$ cat src/rtl/adc_scan_scheduler.sv
// rtl/adc_scan_scheduler.sv - round-robin scheduler sharing one ADC frame engine among three requesters.
// Optional ADC_AVG_EN: four conversions per grant, result is their truncated mean.
module adc_scan_scheduler #(
    parameter int TIMEOUT_CYCLES = 100000
) (
    input  logic       clk,
    input  logic       rst_n,
    input  logic [2:0] req_valid,
    input  logic [8:0] req_ch,
    output logic [2:0] req_ready,
    output logic [2:0] rsp_valid,
    output logic [7:0] rsp_data,
    output logic       rsp_err,
    output logic       conv_start,
    output logic [2:0] conv_ch,
    input  logic       conv_done,
    input  logic [7:0] conv_data,
    output logic       busy
);
    localparam int CW = $clog2(TIMEOUT_CYCLES + 1);

    typedef enum logic [1:0] {IDLE, START, WAIT, RESP} state_t;

    state_t        state;
    state_t        state_nx;
    logic [1:0]    rr_ptr;
    logic [1:0]    winner;
    logic          any_req;
    logic [1:0]    owner;
    logic [CW-1:0] cnt;
    logic          timeout;
    logic          last_round;

    function automatic logic [1:0] wrap3(input logic [2:0] v);
        return (v >= 3'd3) ? 2'(v - 3'd3) : v[1:0];
    endfunction

`ifdef ADC_AVG_EN
    logic [1:0] round;
    logic [9:0] acc;
    logic [9:0] acc_sum;
    assign acc_sum    = acc + 10'(conv_data);
    assign last_round = (round == 2'd3);
`else
    assign last_round = 1'b1;
`endif

    assign timeout = (cnt == CW'(TIMEOUT_CYCLES - 1));
    assign busy    = (state != IDLE);

    // Descending offsets so the requester closest to rr_ptr is assigned last and wins.
    always_comb begin
        winner  = rr_ptr;
        any_req = 1'b0;
        for (int k = 2; k >= 0; k--) begin
            if (req_valid[wrap3({1'b0, rr_ptr} + 3'(k))]) begin
                winner  = wrap3({1'b0, rr_ptr} + 3'(k));
                any_req = 1'b1;
            end
        end
    end

    always_ff @(posedge clk or negedge rst_n) begin
        if (!rst_n) state <= IDLE;
        else        state <= state_nx;
    end

    always_comb begin
        state_nx   = state;
        req_ready  = '0;
        rsp_valid  = '0;
        conv_start = 1'b0;
        case (state)
            IDLE: begin
                if (any_req && rst_n) begin
                    req_ready[winner] = 1'b1;
                    state_nx          = START;
                end
            end
            START: begin
                conv_start = 1'b1;
                state_nx   = WAIT;
            end
            WAIT: begin
                if (conv_done)    state_nx = last_round ? RESP : START;
                else if (timeout) state_nx = RESP;
            end
            RESP: begin
                rsp_valid[owner] = 1'b1;
                state_nx         = IDLE;
            end
            default: state_nx = IDLE;
        endcase
    end

    always_ff @(posedge clk or negedge rst_n) begin
        if (!rst_n) begin
            rr_ptr   <= '0;
            owner    <= '0;
            conv_ch  <= '0;
            cnt      <= '0;
            rsp_data <= '0;
            rsp_err  <= 1'b0;
`ifdef ADC_AVG_EN
            round    <= '0;
            acc      <= '0;
`endif
        end else begin
            case (state)
                IDLE: begin
                    if (any_req) begin
                        owner   <= winner;
                        conv_ch <= req_ch[3*winner +: 3];
                        rr_ptr  <= wrap3({1'b0, winner} + 3'd1);
`ifdef ADC_AVG_EN
                        round   <= '0;
                        acc     <= '0;
`endif
                    end
                end
                START: cnt <= '0;
                WAIT: begin
                    // A completion in the last timeout cycle still counts as success.
                    if (conv_done) begin
`ifdef ADC_AVG_EN
                        if (last_round) begin
                            rsp_data <= acc_sum[9:2];
                            rsp_err  <= 1'b0;
                        end else begin
                            acc   <= acc_sum;
                            round <= round + 2'd1;
                        end
`else
                        rsp_data <= conv_data;
                        rsp_err  <= 1'b0;
`endif
                    end else if (timeout) begin
                        rsp_data <= '0;
                        rsp_err  <= 1'b1;
                    end else begin
                        cnt <= cnt + 1'b1;
                    end
                end
                default: ;
            endcase
        end
    end
endmodule
$ cat config.mk
export PLATFORM = sky130hd
export DESIGN_NAME = adc_scan_scheduler
export DESIGN_NICKNAME = d
export VERILOG_FILES = /design/src/rtl/adc_scan_scheduler.sv
export SDC_FILE = /design/constraint.sdc
export NUM_CORES = 1
export LEC_CHECK = 0
export CELL_PAD_IN_SITES_DETAIL_PLACEMENT = 1
export CELL_PAD_IN_SITES_GLOBAL_PLACEMENT = 1
export CORE_UTILIZATION = 38
export DETAILED_ROUTE_END_ITERATION = 10
export GPL_ROUTABILITY_DRIVEN = 0
export PLACE_DENSITY = 0.78
export SYNTH_ARGS = -nofsm -noshare
export SYNTH_HDL_FRONTEND = slang
export SYNTH_SLANG_ARGS = --single-unit
$ cat constraint.sdc
create_clock -name clk -period 3.2 [get_ports clk]
set_clock_uncertainty 0.2 [all_clocks]
set_input_delay 0.32 -clock clk [delete_from_list [all_inputs] [get_ports clk]]
set_output_delay 0.32 -clock clk [all_outputs]
set_load 0.01 [all_outputs]
* Word-level counts from Yosys, hierarchy flattened
Index checks and enable logic that the tools add are counted.
** Cells by class
- $add $sub $neg :: 8
- Multipliers :: 1
- Div/mod/pow operators :: 0
- Order comparisons :: 11
- Equality and inequality tests :: 8
- Shift operators :: 1
- Muxes and demuxes :: 35
- Bitwise operators :: 0
- Reduce and logical (&&, ||, !) cells :: 11
** Operators with widths (count)
- 17-bit two-way mux :: 2
- 17-bit one-hot mux with 2 select lines :: 1
- 2-bit two-way mux :: 10
- 17-bit by 1-bit adder with 17-bit output, second input constant :: 1
- 17-bit equality test, second input constant :: 1
- 8-bit two-way mux :: 2
- 2-bit by 3-bit less-than comparator with 1-bit output, second input constant :: 5
- 1-bit two-way mux :: 11
- 3-bit by 2-bit >= comparator with 1-bit output, second input constant :: 3
- 3-bit two-way mux :: 3
- 9-bit by 5-bit indexed part select with 3-bit output :: 1
- 2-bit one-hot mux with 4 select lines :: 1
- 2-bit subtractor, second input constant :: 4
- 2-bit by 1-bit adder with 3-bit output, second input constant :: 2
- 1-bit binary-select mux with 2-bit select :: 3
- 2-bit != test, second input constant :: 3
- 2-bit AND reduction :: 3
- 2-bit nonzero test :: 3
- 1-bit demux with 2-bit select :: 2
- 2-bit equality test, second input constant :: 2
- 2-bit by 1-bit >= comparator with 1-bit output, second input constant :: 2
- 2-bit by 2-bit multiplier with 4-bit output, first input constant :: 1
- 2-bit by 2-bit adder with 3-bit output, second input constant :: 1
- 1-bit logical AND :: 3
- 5 further kinds :: 5
** Storage, ports and cells
- Bits in registers :: 35
- Bits in latches :: 0
- Memory bits (writable) :: 0
- Memory bits (read-only) :: 0
- Input port bits :: 23
- Output and inout bits :: 20
- Logic and storage cells :: 82
- Memories :: 0

* Depth between registers and ports, before layout
Gate-level depths: netlist (run 1).
- Word-level depth :: 14
- Depth in mapped cells :: 10
- Depth with buffers taken out :: 10

* Worst setup path before layout (run 1)
OpenSTA, ideal clock, no wires.
- Kind :: reg2reg
- Start :: register cnt[14]
- End :: register state[1]
- Library setup time :: 128 ps
- Arrival :: 2166 ps
- Data required time :: 2872 ps
- Setup slack :: 706 ps
- Stages on the path, launching flop included :: 7
- Path buffers :: 1
- Period minus slack after synthesis :: 2494 ps
- Cell sequence :: dfrtp_1 or4_1 or4_4 and3_4 buf_6 a21oi_2 mux2_1
** Between the ends
- Cells in the longest elaborated chain, start to end :: 3
** Ends and longest elaborated chain
- start: declaration :: RTL line 30 : logic [CW-1:0] cnt;
- start signal: assignment :: RTL line 141 : cnt <= cnt + 1'b1;
- 17-bit equality test :: RTL line 48 : assign timeout = (cnt == CW'(TIMEOUT_CYCLES - 1));
- 3-bit != test (no line)
- 2-bit AND reduction (no line)
- end signal: assignment :: RTL line 65 : else state <= state_nx;
- end: declaration :: RTL line 24 : state_t state;
No other way between the ends.
A chain may end at the register's enable or synchronous reset.

* Worst setup path after layout (run 1)
- Start :: register rr_ptr[0]
- End :: output req_ready[2]
** Between the ends
- Cells in the longest elaborated chain, start to end :: 14
- Elaborated cells on any way between the ends :: 31
** Ends and longest elaborated chain
- start: declaration :: RTL line 26 : logic [1:0] rr_ptr;
- start signal: assignment :: RTL line 114 : rr_ptr <= wrap3({1'b0, winner} + 3'd1);
- 2-bit by 2-bit adder with 3-bit output :: RTL line 56, 57
- 3-bit by 2-bit >= comparator with 1-bit output or 2-bit subtractor (tied branches) :: RTL line 35 : return (v >= 3'd3) ? 2'(v - 3'd3) : v[1:0];
- 2-bit two-way mux :: RTL line 35
- 1-bit binary-select mux with 2-bit select :: RTL line 56 : if (req_valid[wrap3({1'b0, rr_ptr} + 3'(k))]) begin
- 1-bit two-way mux (not written as such) :: RTL line 56
- 2-bit two-way mux (3 in series) :: RTL line 56
- 2-bit by 3-bit less-than comparator with 1-bit output (not written as such) or 2-bit by 1-bit >= comparator with 1-bit output (tied branches) :: RTL line 76 : req_ready[winner] = 1'b1;
- 1-bit logical AND (not written as such) :: RTL line 76
- 1-bit two-way mux (not written as such) :: RTL line 76
- 1-bit demux with 2-bit select :: RTL line 76
- 3-bit two-way mux * :: RTL line 75 : if (any_req && rst_n) begin
- 3-bit two-way mux * :: RTL line 73 : case (state)
- end: declaration :: RTL line 10 : output logic [2:0] req_ready,
Every way passes the cells marked *; elsewhere a longest branch is shown, timed or not. The select of a mux whose other input is x is not followed.

==> summary.txt, run 1 <==
Status
  – Status: completed

Detailed routing
  – Residual DRC: 0
  – 1st-iter DRT viols: 66
  – Vias per cell: 5.41
  – Avg WL per Cell: 16.4 um
  – DR pass1 iterations: 4
  – Detailed-route via count: 1833
  – WL final: 5570 um
  – Routed Antenna Nets: 0

Global routing
  – Largest net degree at the start of global routing: 37
  – Met2 Usage GRT: 36.4%
  – Vias in the first global route: 1900
  – Met3 GRT Util: 3.75%
  – Overall routing resource usage: 21.5%
  – First-pass GRT wire length: 9170 um
  – Total gr overflow: 0
  – Initial antenna violation count: 0
  – Global route hottest layer: met2
  – Met1 Usage GRT: 29.0%

Synthesis
  – Mux share of post-synthesis cell area: 4.49%
  – Compound-gate portion of the synthesized area: 16.2%
  – Post-synth EDFFs: 0
  – Main combinational cell family by area after synthesis: simple AND/OR/NAND/NOR gates
  – YS warnings: 0
  – Synth top area cells: dfrtp_1, ha_1, mux2i_1, nand2_1, a22o_1
  – Post-synth top area share: 43.1%
  – Post-Synth XOR/XNOR Area: 3.45%
  – Post-synth top area cell: dfrtp_1
  – Avg Cell Area, Syn: 9.37 um2
  – Distinct cells, synth: 46
  – Simple-gate share of the synthesized area: 23.4%
  – Synthesized net count: 249
  – Seq/Total Area, Yosys: 43.1%
  – Async SR Flop Fraction: 100%
  – Mapped Area: 0.00203 mm2
  – Adder-cell share of the synthesized area: 5.54%
  – #FFs+latches synth: 35
  – Main flop type after synthesis: dfrtp_1
  – Synth Instances: 217

Clock network
  – Clock Root Buffer: clkbuf_8
  – Worst-skew pair later-pin latency: 0.28 ns
  – CTS tree: built
  – CTS sink cnt: 35
  – TritonCTS Buffers: 5
  – Htree depth: 2
  – CTS Buffer Depth: 2
  – Reg clk slew, reported paths: 0.07 ns

Finish
  – Leading cell type in the layout, fill and taps excluded: clkdlybuf4s50_1
  – Antenna Cells: 0
  – Synth-to-Final Area Change: 34.2%
  – Commonest non-fill, non-tap cells in the layout: clkdlybuf4s50_1, dfrtp_1, nand2_1
  – Seq. cell area: 876 um2
  – Post-layout util: 53.1%
  – Share of cells above drive strength 1: 13.0%
  – Multi-input combinational cell area: 0.00115 mm2
  – Fillers: 595
  – Number of nets in the layout: 300
  – Final non-filler cell total: 339

Floorplan
  – Core area: 0.00514 mm2
  – Initial Util: 39.6%
  – Die Ht: 75.1 um
  – Chip width: 75.1 um
  – Row count: 26
  – I/O Pins: 43
  – Die area: 0.00565 mm2

Setup path
  – CP endpoint: req_ready[2]
  – Critical Path Sink Type: output port
  – Startpoint Class: flip-flop
  – Worst Path Required: 2.68 ns
  – CP Data Arrival Time: 2.46 ns
  – Reg-to-Reg Start: cnt[14]
  – CP Class: reg2out
  – CP Max Fanout: 8
  – Flop-to-flop setup slack: 0.56 ns
  – Worst Setup SP: rr_ptr[0]
  – FF-to-FF path depth: 5
  – Reg-to-Reg End: state[1]

Timing
  – Setup violations, final: 0
  – Headroom to the max-slew limit: 60.7%
  – Min Tclk post-route: 2.98 ns
  – Crit share post-route: 93.0%
  – Unrepaired setup endpoints after global routing: no
  – Hold Worst Slack: 0.310 ns
  – FMAX: 0.336 GHz
  – Setup ws final: 0.224 ns
  – Final Hold Fails: 0
  – Fin. max-slew vios: 0
  – Actual slew at the worst max-slew pin: 0.585 ns

Placed design
  – Worst slack, placed: -0.0256 ns
  – Port Buffer Count: 42
  – Final HPWL DP: 4000 um
  – Dpl cells: 328

Pwr
  – Pwr Density: 860 mW/mm2
  – Pleak: 1.19 nW
  – Total power: 0.00235 W
  – Maximum VDD drop: 0.000517 V

Flow run
  – Max-cap violations: 0

Hold path
  – Hold crit path type: reg2reg
==> final cells by class <==
type                       count  area share [%]
clock inverter                 1           0.183
multi-input combinational    165            42.3
tap                           70            3.21
timing repair buffer          52            18.2
inverter                       9            1.24
sequential                    35            32.1
clock buffer                   7            2.80
==> power breakdown <==
| group | internal [W] | leakage, nW | switching, W | total, W |
|---|---|---|---|---|
| Sequential | 0.000565 | 0.459 | 0.0000952 | 0.000660 |
| Clock | 0.000153 | 0.0422 | 0.000163 | 0.000315 |
| Combinational | 0.000672 | 0.692 | 0.000701 | 0.00137 |
==> per-layer routing <==
layer  part of all wire [%]  vias up  wire length (um)
met5                      0        -                 0
met4                   0.81        0                45
met3                    2.1        4               119
met2                     50       34              2760
met1                     47      914              2640
li1                       -      881                 -
==> cells in the mapped netlist (all sizes together), types with 3 or more instances <==
cell,number
nand2b,7
buf,4
nand2,19
nor2,16
ha,9
xor2,3
clkbuf,4
nand4,6
inv,9
o21ai,15
a21oi,13
o211ai,3
mux2i,8
a22o,8
nor2b,3
nand3,14
dfrtp,35
xnor2,5
nor3,3
and3,6
==> kinds of logic (layout without fill, tap and decap cells) <==
group,after synthesis,after routing
compound gates,51,51
xor+xnor,8,8
fa+ha+maj,9,9
buf+inv,17,69
flops,35,35
mux,9,9
simple gates,88,88
==> metrics by stage <==
step	area, um2	TNS [ns]
4_1_cts	2680	0
3_5_place_dp	2540	-0.0256
5_1_grt	2730	0
2_1_floorplan	2030	0
3_3_place_gp	2540	0
6_report	2730	0
==> how the worst min path moves through the flow <==
stage               slack (ns)         from  cells past startpoint          end
floorplan                -0.18        rst_n                      0       cnt[0]
global placement          0.26        rst_n                      2      cnt[15]
detailed placement        0.27        rst_n                      2      cnt[15]
CTS                       0.31  rsp_data[6]                      1  rsp_data[6]
global route              0.33  rsp_data[5]                      1  rsp_data[5]
finish                    0.31  rsp_data[6]                      1  rsp_data[6]
==> registers in the layout, indices dropped and copies added, names as in the netlist <==
| register | count |
|---|---|
| conv_ch | 3 |
| rsp_data | 8 |
| rsp_err | 1 |
| cnt | 17 |
| rr_ptr | 2 |
| owner | 2 |
| state | 2 |
==> worst max-delay path, stage by stage (launching register included) <==
cell and delay (ns):
dfrtp_1 0.43, inv_2 0.13, ha_4 0.24, buf_4 0.17, nand2b_1 0.14, nand3_1 0.11
nand2_1 0.10, a21oi_2 0.16, inv_1 0.06, ha_1 0.18, and3_1 0.15, dlygate4sd2_1 0.28
==> timing repair <==
item / in CTS / in global routing
endpoints found under the setup margin: 3 / 3
hold buffers: 1 / 0
gates resized for setup: 12 / 10
setup buffers: 2 / 0
pin swaps: 2 / 0
endpoints found under the hold margin: 35 / 0
Note: power is estimated with default switching activity, not from simulation.
==> run 2: changes to the inputs <==
--- a/config.mk
+++ b/config.mk
@@ -7,10 +7,10 @@
 export LEC_CHECK = 0
 export CELL_PAD_IN_SITES_DETAIL_PLACEMENT = 1
 export CELL_PAD_IN_SITES_GLOBAL_PLACEMENT = 1
-export CORE_UTILIZATION = 38
+export CORE_UTILIZATION = 41
 export DETAILED_ROUTE_END_ITERATION = 10
 export GPL_ROUTABILITY_DRIVEN = 0
-export PLACE_DENSITY = 0.78
+export PLACE_DENSITY = 0.83
 export SYNTH_ARGS = -nofsm -noshare
 export SYNTH_HDL_FRONTEND = slang
 export SYNTH_SLANG_ARGS = --single-unit
==> constraint.sdc (replaced) <==
create_clock -name clk -period 3.65 [get_ports clk]
set_clock_uncertainty 0.2 [all_clocks]
set_input_delay 0.365 -clock clk [delete_from_list [all_inputs] [get_ports clk]]
set_output_delay 0.365 -clock clk [all_outputs]
set_load 0.01 [all_outputs]
==> run 2 against run 1 <==
Against the previous run:
- non-clock buffer count shrank 6
- combinational power shrank 23%
- utilization grew 3.2 points
- die area shrank 7.1%
- critical path type unchanged
- largest cell class unchanged
- largest power group unchanged
==> summary.txt, run 2 (synthesized netlist as in run 1, its figures left out) <==
Clock network
  – CTS Buffer Depth: 2 (unchanged)
  – CTS tree: built (unchanged)
  – Reg clk slew, reported paths: 0.08 ns (was 0.07 ns)
  – TritonCTS Buffers: 5 (unchanged)
  – Worst-skew pair later-pin latency: 0.30 ns (was 0.28 ns)
  – Setup Fix Bufs, Post-CTS: 0 (was 2)
  – Htree depth: 2 (unchanged)
  – Clock Root Buffer: clkbuf_8 (unchanged)
  – CTS sink cnt: 35 (unchanged)

Hold path
  – Hold Crit Start: rsp_data[5] (was rsp_data[6])
  – Worst hold stages: 1 (unchanged)
  – Hold crit path type: reg2reg (unchanged)

Floorplan
  – Initial Util: 42.8% (was 39.6%)
  – Die Ht: 72.4 um (was 75.1 um)
  – Chip width: 72.4 um (was 75.1 um)
  – Core area: 0.00475 mm2 (was 0.00514 mm2)
  – Row count: 25 (was 26)
  – Die area: 0.00524 mm2 (was 0.00565 mm2)
  – I/O Pins: 43 (unchanged)

Detailed routing
  – Avg WL per Cell: 16.7 um (was 16.4 um)
  – DR pass1 iterations: 5 (was 4)
  – Detailed-route via count: 1857 (was 1833)
  – WL final: 5520 um (was 5570 um)
  – 1st-iter DRT viols: 62 (was 66)
  – Vias per cell: 5.63 (was 5.41)
  – Residual DRC: 0 (unchanged)
  – Routed Antenna Nets: 0 (unchanged)

Finish
  – Commonest non-fill, non-tap cells in the layout: clkdlybuf4s50_1, dfrtp_1, nand2_1 (unchanged)
  – Post-layout util: 56.3% (was 53.1%)
  – Largest registers: cnt: 17 flops, rsp_data: 8 flops, conv_ch: 3 flops (unchanged)
  – Share of cells above drive strength 1: 7.98% (was 13.0%)
  – Max FFs per register: 17 (unchanged)
  – Fillers: 552 (was 595)
  – Number of nets in the layout: 294 (was 300)
  – Leading cell type in the layout, fill and taps excluded: clkdlybuf4s50_1 (unchanged)
  – Synth-to-Final Area Change: 31.7% (was 34.2%)
  – Largest reg by FF count: cnt (unchanged)
  – Post-route cell area: 0.00268 mm2 (was 0.00273 mm2)
  – Antenna Cells: 0 (unchanged)

Timing
  – Fin. max-slew vios: 0 (unchanged)
  – Final Hold Fails: 0 (unchanged)
  – Unrepaired setup endpoints after global routing: no (unchanged)
  – Actual slew at the worst max-slew pin: 0.793 ns (was 0.585 ns)
  – Setup violations, final: 0 (unchanged)
  – Crit share post-route: 92.6%
  – Hold Worst Slack: 0.312 ns (was 0.310 ns)
  – Final TNS setup: 0 ns (unchanged)
  – FMAX: 0.296 GHz
  – Min Tclk post-route: 3.38 ns
  – Headroom to the max-slew limit: 47.0% (was 60.7%)
  – Setup ws final: 0.269 ns (was 0.224 ns)

Global routing
  – Initial antenna violation count: 0 (unchanged)
  – Vias in the first global route: 1969 (was 1900)
  – Largest net degree at the start of global routing: 37 (unchanged)
  – First-pass GRT wire length: 9470 um (was 9170 um)
  – Total gr overflow: 0 (unchanged)
  – Overall routing resource usage: 23.4% (was 21.5%)

Status
  – Status: completed (unchanged)

Pwr
  – Pwr Density: 766 mW/mm2 (was 860 mW/mm2)
  – Switch Pwr: 0.000791 W (was 0.000959 W)
  – Comb power frac: 51.1% (was 58.5%)
  – Sw Share: 38.6% (was 40.8%)
  – Pleak: 1.13 nW (was 1.19 nW)
  – Maximum VDD drop: 0.000430 V (was 0.000517 V)
  – Sequential power share: 28.0% (was 28.1%)
  – P_int: 0.00126 W (was 0.00139 W)
  – Clock power frac: 20.9% (was 13.4%)

Placed design
  – Final HPWL DP: 3770 um (was 4000 um)
  – Area after DPL: 0.00251 mm2 (was 0.00254 mm2)
  – Worst slack, placed: 0.348 ns (was -0.0256 ns)
  – Port Buffer Count: 42 (unchanged)

Setup path
  – FF-to-FF path depth: 5 (unchanged)
  – CP Cell Sequence: inv_1, ha_2, a21boi_2, a211oi_1, a21oi_1, o22ai_1, ha_1, and3_1, clkdlybuf4s50_1 (was inv_2, ha_4, buf_4, nand2b_1, nand3_1, nand2_1, a21oi_2, inv_1, ha_1, and3_1, dlygate4sd2_1)
  – Reg-to-Reg Start: cnt[14] (unchanged)
  – Worst Path Required: 3.08 ns (was 2.68 ns)
  – Slowest-stage cell, CP: clkdlybuf4s50_1 (was dfrtp_1)
  – Critical Path Sink Type: output port (unchanged)
  – Largest stage delay on the critical path: 0.53 ns (was 0.43 ns)
  – Crit-path leading delay family: adder cells (was buffers and inverters)
  – Crit path buf inv count: 2 (was 4)
  – CP Data Arrival Time: 2.82 ns (was 2.46 ns)
  – CP Class: reg2out (unchanged)
  – Worst Setup SP: rr_ptr[0] (unchanged)
  – CP Max Fanout: 13 (was 8)
  – Startpoint Class: flip-flop (unchanged)
  – WP depth: 9 (was 11)

Flow run
  – Max-cap violations: 0 (unchanged)
run 2: routing by layer:
| layer | global-route usage (%) | vias up | wire [um] | part of all wire (%) |
|---|---|---|---|---|
| met5 | 0 | - | 0 | 0 |
| met4 | 7.19 | 0 | 76 | 1.4 |
| met3 | 5.83 | 8 | 189 | 3.4 |
| met2 | 40.1 | 37 | 2760 | 50 |
| met1 | 28.8 | 938 | 2500 | 45 |
| li1 | - | 874 | - | - |
run 2: what timing repair did:
action / in CTS / in global routing
gates resized for setup: 0 / 6
endpoints found under the hold margin: 35 / 0
setup endpoints to repair: 0 / 3
hold buffers: 1 / 0
run 2: layout make-up:
type	count	area [um2]	area share, %
flip-flops and latches	35	876	32.7
clock buffers	5	68.8	2.57
multi-input cells	165	1100	41.1
repair buffers	46	448	16.7
inverters	9	33.8	1.26
well taps	67	83.8	3.13
clock inverters	3	67.6	2.52
run 2: worst paths after layout:
| path | endpoint | slack, ns |
|---|---|---|
| max | req_ready[2] | 0.27 |
| min | rsp_data[5] | 0.31 |
| max reg2reg | state[1] | 1.04 |
| min reg2reg | rsp_data[5] | 0.31 |
| max in group asynchronous | cnt[5] | 2.41 |
| min in group asynchronous | cnt[15] | 0.50 |
run 2: power by group through the flow:
stage	clock (W)	sequential (W)	combinational, W
2_1_floorplan	0	0.000590	0.000623
3_3_place_gp	0	0.000572	0.000996
3_5_place_dp	0	0.000578	0.00102
4_1_cts	0.000434	0.000574	0.00103
5_1_grt	0.000451	0.000589	0.00116
6_report	0.000429	0.000574	0.00105
run 2: through the flow:
stage,power (W),instances
final,0.00205,330
after global routing,0.00220,330
after CTS,0.00204,330
after detailed placement,0.00160,321
after global placement,0.00157,321
after floorplan,0.00121,217
